### config.mk
export PLATFORM = sky130hd
export DESIGN_NAME = pll_lock_sequencer_flat
export DESIGN_NICKNAME = d
export VERILOG_FILES = /design/src/rtl/pll_lock_sequencer_if.sv /design/src/rtl/pll_lock_sequencer.sv /design/src/flat_wrapper.sv
export SDC_FILE = /design/constraint.sdc
export NUM_CORES = 1
export LEC_CHECK = 0
export CAP_MARGIN = 20
export CORE_ASPECT_RATIO = 2
export CORE_MARGIN = 2
export CORE_UTILIZATION = 51
export DETAILED_ROUTE_END_ITERATION = 10
export PLACE_DENSITY = 0.81
export SLEW_MARGIN = 0
export SYNTH_ARGS = -nofsm -noshare
export SYNTH_HDL_FRONTEND = slang
export SYNTH_SLANG_ARGS = --single-unit
### constraint.sdc
create_clock -name C27M -period 2.2 [get_ports C27M]
set_input_delay 0.44 -clock C27M [delete_from_list [all_inputs] [get_ports C27M]]
set_output_delay 0.44 -clock C27M [all_outputs]
set_load 0.01 [all_outputs]
### src/rtl/pll_lock_sequencer_if.sv
// Signal bundle between the PLL lock sequencer, the rPLL and the pixel-domain reset tree.
// master: the sequencer. slave: the PLL / video side, or a testbench standing in for them.
interface pll_lock_sequencer_if;
   logic       PLOCK;
   logic       PLL_RESET;
   logic       VIDEO_RESET;
   logic       READY;
   logic       FAULT;
   logic [3:0] RETRY_COUNT;
   logic [7:0] LOSS_COUNT;

   modport master (
      input  PLOCK,
      output PLL_RESET, VIDEO_RESET, READY, FAULT, RETRY_COUNT, LOSS_COUNT
   );

   modport slave (
      output PLOCK,
      input  PLL_RESET, VIDEO_RESET, READY, FAULT, RETRY_COUNT, LOSS_COUNT
   );
endinterface

### src/rtl/pll_lock_sequencer.sv
// Supervises the pixel-clock rPLL: pulses its reset, qualifies lock, then releases the
// video-domain reset. Retries on lock timeout, re-sequences on lock loss, latches a fault.
module pll_lock_sequencer #(
   parameter int unsigned RST_HOLD_CYCLES     = 27,
   parameter int unsigned LOCK_TIMEOUT_CYCLES = 2700000,
   parameter int unsigned LOCK_STABLE_CYCLES  = 1024,
   parameter int unsigned MAX_RETRIES         = 3
) (
   input  logic                 C27M,
   input  logic                 RESET,
   pll_lock_sequencer_if.master bus
);

   localparam int unsigned MAX_AB  = (RST_HOLD_CYCLES > LOCK_TIMEOUT_CYCLES) ?
                                     RST_HOLD_CYCLES : LOCK_TIMEOUT_CYCLES;
   localparam int unsigned MAX_CYC = (MAX_AB > LOCK_STABLE_CYCLES) ? MAX_AB : LOCK_STABLE_CYCLES;
   localparam int unsigned CNT_W   = $clog2(MAX_CYC) + 1;

   localparam logic [CNT_W-1:0] HOLD_LAST    = CNT_W'(RST_HOLD_CYCLES - 1);
   localparam logic [CNT_W-1:0] TIMEOUT_LAST = CNT_W'(LOCK_TIMEOUT_CYCLES - 1);
   localparam logic [CNT_W-1:0] STABLE_LAST  = CNT_W'(LOCK_STABLE_CYCLES - 1);
   localparam logic [3:0]       RETRY_MAX    = 4'(MAX_RETRIES);
   localparam logic [4:0]       RETRY_LIMIT  = 5'(MAX_RETRIES);

   typedef enum logic [2:0] {
      S_HOLD,
      S_WAIT_LOCK,
      S_STABLE,
      S_RUN,
      S_FAULT
   } state_t;

   typedef struct packed {
      logic pll_reset;
      logic video_reset;
      logic ready;
      logic fault;
   } outs_t;

   // Moore output decode, applied on the same edge that loads the new state.
   function automatic outs_t decode(input state_t s);
      outs_t o;
      o = '{pll_reset: 1'b0, video_reset: 1'b1, ready: 1'b0, fault: 1'b0};
      case (s)
         S_HOLD:  o.pll_reset = 1'b1;
         S_RUN:   begin o.video_reset = 1'b0; o.ready = 1'b1; end
         S_FAULT: begin o.pll_reset = 1'b1; o.fault = 1'b1; end
         default: ;
      endcase
      return o;
   endfunction

   logic [1:0]       r_sync;
   state_t           r_state;
   logic [CNT_W-1:0] r_cnt;
   outs_t            r_outs;
   logic [3:0]       r_retry;
   logic [7:0]       r_loss;
   logic             w_lock_s;
   logic [4:0]       w_retry_inc;

   assign w_lock_s    = r_sync[1];
   assign w_retry_inc = {1'b0, r_retry} + 5'd1;

   always_ff @(posedge C27M or posedge RESET) begin
      if (RESET) begin
         r_sync <= '0;
      end else begin
         // NOTE: non-blocking so the second stage takes the first stage's pre-edge value;
         // a blocking update would collapse the synchronizer to a single flop.
         r_sync <= {r_sync[0], bus.PLOCK};
      end
   end

   always_ff @(posedge C27M or posedge RESET) begin
      if (RESET) begin
         r_state <= S_HOLD;
         r_cnt   <= '0;
         r_outs  <= decode(S_HOLD);
         r_retry <= '0;
         r_loss  <= '0;
      end else begin
         case (r_state)
            S_HOLD: begin
               if (r_cnt == HOLD_LAST) begin
                  r_state <= S_WAIT_LOCK;
                  r_cnt   <= '0;
                  r_outs  <= decode(S_WAIT_LOCK);
               end else begin
                  r_cnt <= r_cnt + 1'b1;
               end
            end

            S_WAIT_LOCK: begin
               // Lock takes priority over a timeout landing on the same cycle.
               if (w_lock_s) begin
                  r_state <= S_STABLE;
                  r_cnt   <= '0;
                  r_outs  <= decode(S_STABLE);
               end else if (r_cnt == TIMEOUT_LAST) begin
                  r_cnt <= '0;
                  if (w_retry_inc >= RETRY_LIMIT) begin
                     r_state <= S_FAULT;
                     r_outs  <= decode(S_FAULT);
                     r_retry <= RETRY_MAX;
                  end else begin
                     r_state <= S_HOLD;
                     r_outs  <= decode(S_HOLD);
                     r_retry <= r_retry + 4'd1;
                  end
               end else begin
                  r_cnt <= r_cnt + 1'b1;
               end
            end

            S_STABLE: begin
               if (!w_lock_s) begin
                  r_state <= S_WAIT_LOCK;
                  r_cnt   <= '0;
                  r_outs  <= decode(S_WAIT_LOCK);
               end else if (r_cnt == STABLE_LAST) begin
                  r_state <= S_RUN;
                  r_cnt   <= '0;
                  r_outs  <= decode(S_RUN);
                  r_retry <= '0;
               end else begin
                  r_cnt <= r_cnt + 1'b1;
               end
            end

            S_RUN: begin
               if (!w_lock_s) begin
                  r_state <= S_HOLD;
                  r_cnt   <= '0;
                  r_outs  <= decode(S_HOLD);
                  if (r_loss != 8'hFF) r_loss <= r_loss + 8'd1;
               end
            end

            S_FAULT: ;

            default: begin
               r_state <= S_HOLD;
               r_cnt   <= '0;
               r_outs  <= decode(S_HOLD);
            end
         endcase
      end
   end

   assign bus.PLL_RESET   = r_outs.pll_reset;
   assign bus.VIDEO_RESET = r_outs.video_reset;
   assign bus.READY       = r_outs.ready;
   assign bus.FAULT       = r_outs.fault;
   assign bus.RETRY_COUNT = r_retry;
   assign bus.LOSS_COUNT  = r_loss;

endmodule

### src/flat_wrapper.sv
// flat-port wrapper written by rule: the top's interface ports become plain ports
module pll_lock_sequencer_flat 
#(
   parameter int unsigned RST_HOLD_CYCLES     = 27,
   parameter int unsigned LOCK_TIMEOUT_CYCLES = 2700000,
   parameter int unsigned LOCK_STABLE_CYCLES  = 1024,
   parameter int unsigned MAX_RETRIES         = 3
)
  (C27M, RESET, bus_PLOCK, bus_PLL_RESET, bus_VIDEO_RESET, bus_READY, bus_FAULT, bus_RETRY_COUNT, bus_LOSS_COUNT);
  pll_lock_sequencer_if bus_i ();
  input  logic C27M;
  input  logic RESET;
  input wire logic [$bits(bus_i.PLOCK)-1:0] bus_PLOCK;
  output wire logic [$bits(bus_i.PLL_RESET)-1:0] bus_PLL_RESET;
  output wire logic [$bits(bus_i.VIDEO_RESET)-1:0] bus_VIDEO_RESET;
  output wire logic [$bits(bus_i.READY)-1:0] bus_READY;
  output wire logic [$bits(bus_i.FAULT)-1:0] bus_FAULT;
  output wire logic [$bits(bus_i.RETRY_COUNT)-1:0] bus_RETRY_COUNT;
  output wire logic [$bits(bus_i.LOSS_COUNT)-1:0] bus_LOSS_COUNT;
  assign bus_i.PLOCK = bus_PLOCK;
  assign bus_PLL_RESET = bus_i.PLL_RESET;
  assign bus_VIDEO_RESET = bus_i.VIDEO_RESET;
  assign bus_READY = bus_i.READY;
  assign bus_FAULT = bus_i.FAULT;
  assign bus_RETRY_COUNT = bus_i.RETRY_COUNT;
  assign bus_LOSS_COUNT = bus_i.LOSS_COUNT;
  pll_lock_sequencer #(.RST_HOLD_CYCLES(RST_HOLD_CYCLES), .LOCK_TIMEOUT_CYCLES(LOCK_TIMEOUT_CYCLES), .LOCK_STABLE_CYCLES(LOCK_STABLE_CYCLES), .MAX_RETRIES(MAX_RETRIES)) u_core (.C27M(C27M), .RESET(RESET), .bus(bus_i));
endmodule
Yosys cells after proc, flatten, opt, wreduce, memory -nomap -nowiden
Cells that the tools add are included.

cells by class
  add/subtract/negate cells = 4
  shift operators = 0
  reduce and logical (&&, ||, !) cells = 6
  multiply operators = 0
  equality and inequality tests = 16
  muxes and demuxes = 29
  div/mod/pow operators = 0
  bitwise gates (word level) = 2
  $lt $le $gt $ge = 1

operators by type and width
  cell                     count
  $mux W23                 6
  $pmux W23 S5             1
  $mux W4                  11
  $add A23 B1 Y23 const B  1
  $eq A23 B10 Y1 const B   1
  $eq A23 B22 Y1 const B   1
  $eq A23 B5 Y1 const B    1
  $mux W3                  7
  $pmux W4 S5              1
  $pmux W3 S5              1
  $reduce_and A5 Y1        2
  $add A8 B1 Y8 const B    1
  $ne A2 B1 Y1 const B     4
  $ne A8 B8 Y1 const B     1
  $pmux W4 S2              1
  $eq A3 B2 Y1 const B     2
  $add A4 B1 Y5 const B    1
  $ge A5 B2 Y1 const B     1
  $add A4 B1 Y4 const B    1
  $ne A2 B2 Y1 const B     2
  $eq A3 B1 Y1 const B     1
  $eq A3 B3 Y1 const B     1
  $logic_not A3 Y1         1
  $ne A3 B1 Y1 const B     1
  6 further kinds          7

word-level totals
  bits of input ports = 3
  memories = 0
  bits in registers = 44
  bits in writable memories = 0
  output and inout port bits = 16
  memory bits (read-only) = 0
  bits in latches = 0
  word-level logic and storage cells = 67

Longest topological paths before layout
Gate-level depths: netlist of the first run.

  word-level depth = 6
  mapped depth = 9
  depth with buffers taken out = 7

Worst setup path after synthesis of the first run
Ideal clock, no wire load.

  kind = register to register
  from = register u_core.r_cnt[10]
  to = register u_core.r_outs, in the netlist u_core.bus.VIDEO_RESET
  slack = -196 ps
  arrival time = 2312 ps
  period minus slack after synthesis = 2396 ps
  library setup time = 85 ps
  required time = 2115 ps
  path buffers = 2
  cell stages (with the launch flop) = 9
  path through = dfrtp_1 > buf_2 > or4_1 > or2_0 > o31a_1 > nor3_4 > and2b_1 > buf_4 > mux2_1

between the ends
  longest elaborated chain between the ends = 3
  elaborated cells on any way between the ends = 7
  classes of those cells = eq/ne (6); reduce/logical (1)

ends and longest elaborated chain
  what                                                   line                       source
  start: declaration                                     pll_lock_sequencer.sv:55   logic [CNT_W-1:0] r_cnt;
  start signal: assignment                               pll_lock_sequencer.sv:90   r_cnt <= r_cnt + 1'b1;
  start signal: assignment                               pll_lock_sequencer.sv:112  r_cnt <= r_cnt + 1'b1;
  start signal: assignment                               pll_lock_sequencer.sv:127  r_cnt <= r_cnt + 1'b1;
  $eq A23 B10 Y1 (tied with other cells)                 pll_lock_sequencer.sv:121  end else if (r_cnt == STABLE_LAST) begin
  $ne A3 B3 Y1 (no source line) (tied with other cells)  -
  $reduce_and A5 Y1 (no source line) *                   -
  end signal: assignment                                 pll_lock_sequencer.sv:120  r_outs <= decode(S_WAIT_LOCK);
  end signal: assignment                                 pll_lock_sequencer.sv:124  r_outs <= decode(S_RUN);
  end signal: assignment                                 pll_lock_sequencer.sv:135  r_outs <= decode(S_HOLD);
  end: declaration                                       pll_lock_sequencer.sv:56   outs_t r_outs;

Mark *: on every way between the ends. The rest lies on a longest branch, timed or not.
A chain may end at the register's enable or synchronous reset.

Worst setup path after layout of the first run
  from = register u_core.r_cnt[5]
  to = register u_core.r_outs, in the netlist u_core.bus.READY

Same word-level chain as after synthesis.

==> results of run 1 <==
[cell families (layout without fill, tap and decap cells)]
| group | Yosys count | in the layout | share of synthesized area, % |
|---|---|---|---|
| and+or+nand+nor | 118 | 118 | 26.9 |
| muxes | 5 | 5 | 2.51 |
| xor gates and xnor gates | 27 | 27 | 10.8 |
| AOI/OAI and AO/OA | 16 | 16 | 4.73 |
| adders and majority gates | 5 | 5 | 2.85 |
| buffers and inverters | 15 | 67 | 3.13 |
| DFF | 43 | 43 | 49.1 |
[layer usage]
metal  global-route usage [%]  part of all wire, %
met5                        0                    0
met4                     10.2                  2.0
met3                     3.24                  2.0
met2                     38.4                   57
met1                     23.7                   39
[through the flow]
stage          worst slack, ns  setup TNS [ns]  utilization [%]  area [µm²]  hold slack [ns]
6_report               -0.0151         -0.0193             68.9        2840            0.387
5_1_grt                 -0.126           -1.58             68.9        2840            0.395
4_1_cts                -0.0323         -0.0691             66.9        2760            0.398
3_5_place_dp           -0.0872          -0.239             63.4        2620            0.382
3_3_place_gp           -0.0704          -0.341             63.4        2620            0.371
2_1_floorplan          -0.0631         -0.0631                -        2220            0.331
[Yosys cell counts (5+ instances only)]
cell type and number:
dfrtp_1 41, nor2_1 41, xnor2_1 14, xor2_1 13, inv_1 9, nand3_1 14, nand2_1 16, nand4_1 9
ha_1 5, nor3_1 9
[how the worst max path moves through the flow]
stage                                      start                                 end  slack [ns]
finish               u_core.r_cnt[5]$_DFFE_PP0P_        u_core.bus.READY$_DFFE_PP0P_       -0.02
global route         u_core.r_cnt[5]$_DFFE_PP0P_        u_core.bus.READY$_DFFE_PP0P_       -0.13
detailed placement   u_core.r_cnt[5]$_DFFE_PP0P_        u_core.bus.READY$_DFFE_PP0P_       -0.09
global placement    u_core.r_cnt[14]$_DFFE_PP0P_        u_core.bus.READY$_DFFE_PP0P_       -0.07
floorplan           u_core.r_cnt[10]$_DFFE_PP0P_  u_core.bus.VIDEO_RESET$_DFFE_PP1P_       -0.06
CTS                  u_core.r_cnt[5]$_DFFE_PP0P_        u_core.bus.READY$_DFFE_PP0P_       -0.03
[state kept, by name, indices dropped and copies added, names as in the netlist]
signal,cells
u_core.r_cnt,23
u_core.bus.PLL_RESET,1
u_core.r_sync,2
u_core.r_state,2
u_core.bus.RETRY_COUNT,4
u_core.bus.READY,1
u_core.bus.FAULT,1
u_core.bus.VIDEO_RESET,1
u_core.bus.LOSS_COUNT,8
[cells in the final DEF (no fill, tap or decap), drive strengths merged, types with 5 or more instances in the layout]
| cell | n |
|---|---|
| dfrtp | 41 |
| buf | 32 |
| ha | 5 |
| nand2 | 16 |
| xor2 | 13 |
| clkdlybuf4s50 | 18 |
| inv | 9 |
| nand3 | 14 |
| nor2 | 41 |
| xnor2 | 14 |
| nor3 | 10 |
| clkbuf | 6 |
| nand4 | 9 |
[worst max-delay path, delay by kind of cell (launching register included)]
family / cells / cell delay, ns
AOI/OAI and AO/OA: 1 / 0.29
and+or+nand+nor: 4 / 1.13
buffers and inverters: 1 / 0.14
DFF: 1 / 0.38
muxes: 1 / 0.21
[final cells by class]
type / instances / share of cell area (%)
Clock buffer: 6 / 2.90
Clock inverter: 2 / 0.572
Inverter: 9 / 1.19
Multi-Input combinational cell: 171 / 39.8
Sequential cell: 43 / 37.9
Tap cell: 52 / 2.29
Timing Repair Buffer: 50 / 15.3
[where the power goes]
group	leakage, nW	internal (W)	switching (W)
logic	0.627	0.000429	0.000401
clock network	0.0474	0.000256	0.000274
registers	0.578	0.000885	0.0000798
[what timing repair did]
action                     in CTS  in global routing
pin swaps                       0                  4
setup buffers                   1                  4
setup endpoints to repair      15                 26
resized for setup               8                 11
hold buffers                    0                  0
==> results.yml, run 1 <==
timing:
  post-route-worst-setup-slack_ns: -0.0151
  fin_worst_skew_ns: 0.0123
  min_period_ns: 2.22
  worst_slew_pin_slew_ns: 0.541
  max-slew-margin-rel_pct: 63.9
  period_share_pct: 101
  fmax_ghz: 0.451
  setup_violations: 2
  hold_violations: 0
  rsz0062_at_grt: "yes"
  finalMaxSlewViolations: 0
worst_setup_path:
  cp.arrival_ns: 2.43
  r2r_slack_ns: -0.02
  end_kind: "register"
  path_cells: "or4_4 > or2_0 > o31a_1 > nor3_4 > and2b_2 > buf_6 > mux2i_1"
  crit_path_max_incr_delay_ns: 0.56
  crit_path_top_delay_cell: "or4_4"
  reg2reg_from: "u_core.r_cnt[5]$_DFFE_PP0P_"
  critPathLaunchType: "register"
  cp_max_fo: 5
  cp.required_ns: 2.42
  critPathKind: "reg2reg"
  r2r_end: "u_core.bus.READY$_DFFE_PP0P_"
  reg2regPathDepth: 7
route:
  vias_per_cell: 5.50
  drt-total-wl_mm: 4.87
  drc: 0
  via_count: 1831
  drtIter0Drc: 44
  wl_per_cell_um: 14.6
  drtPass1Iterations: 4
  ant_nets: 0
synthesis:
  avgSynthCellArea_um2: 9.59
  yosysSeqAreaShare_pct: 49.1
  synth_cell_type_count: 43
  syn_inst: 229
  synth_area_um2: 2200
  async_flop_share_pct: 100
  synth.area.top_cells: "dfrtp_1, nor2_1, xnor2_1"
  yosys_warnings: 0
  ys_ff_latch: 43
  synthesis.nets: 237
  synthFlopType: "dfrtp_1"
  synth_top_area_share_pct: 46.7
  synth_edf_count: 0
  synth_top_area_cell: "dfrtp_1"
place:
  globalplace.congestion: 0.848
  numPortBuffers: 18
  dp_cells: 320
  dp_hpwl_mm: 3.50
global_route:
  grt_pass1_wl_mm: 8.06
  gr-total-overflow: 0
  track_usage_pct: 21.4
  grt_pass1_vias: 1844
  grt_max_degree: 44
  grt_antenna_before_repair: 0
clock_network:
  cts_max_level: 2
  cts.sinks: 43
  clock_path_buffers: 2
  clk_pin_slew_ns: 0.09
  cts_tree: "yes"
  cts-root-buf: "clkbuf_8"
  cts_inserted_buffers: 5
  clkLatencyLatePin_ns: 0.30
min_path:
  min_to: "u_core.r_sync[1]$_DFF_PP0_"
  worstHoldPathType: "reg2reg"
  hold_path_depth: 0
  min_from: "u_core.r_sync[0]$_DFF_PP0_"
finish:
  final_layout_size_suffix_gt1_share_pct: 21.4
  stdcell_count: 333
  syn_to_final_growth_pct: 29.5
  multi_input_area_um2: 1130
  antenna_cells: 0
  fin_nets: 288
  regArea_um2: 1080
  fillers: 324
status:
  status: "complete, but fails checks"
  violations: "negative setup slack"
die:
  std_cell_rows: 33
  die_w_um: 50.4
  coreArea_um2: 4130
  die_h_um: 96.8
  ios: 19
  dieArea_um2: 4880
  floorplan.initialDensity_pct: 53.2
pwr:
  ir_worst_vdd_mv: 0.636
  power_leakage_nw: 1.25
  total_power_w: 0.00233
  cellPowerDensity_nw_per_um2: 818
job:
  maxCapViolCount: 0
(Power assumes the default switching activity.)
==> run 2, diff against run 1 <==
--- a/config.mk
+++ b/config.mk
@@ -10,6 +10,7 @@
 export CORE_MARGIN = 2
 export CORE_UTILIZATION = 51
 export DETAILED_ROUTE_END_ITERATION = 10
+export HOLD_SLACK_MARGIN = 0.05
 export PLACE_DENSITY = 0.81
 export SLEW_MARGIN = 0
 export SYNTH_ARGS = -nofsm -noshare
==> results of run 2 <==
Final layout, timing and power as in run 1 (identical DEF).
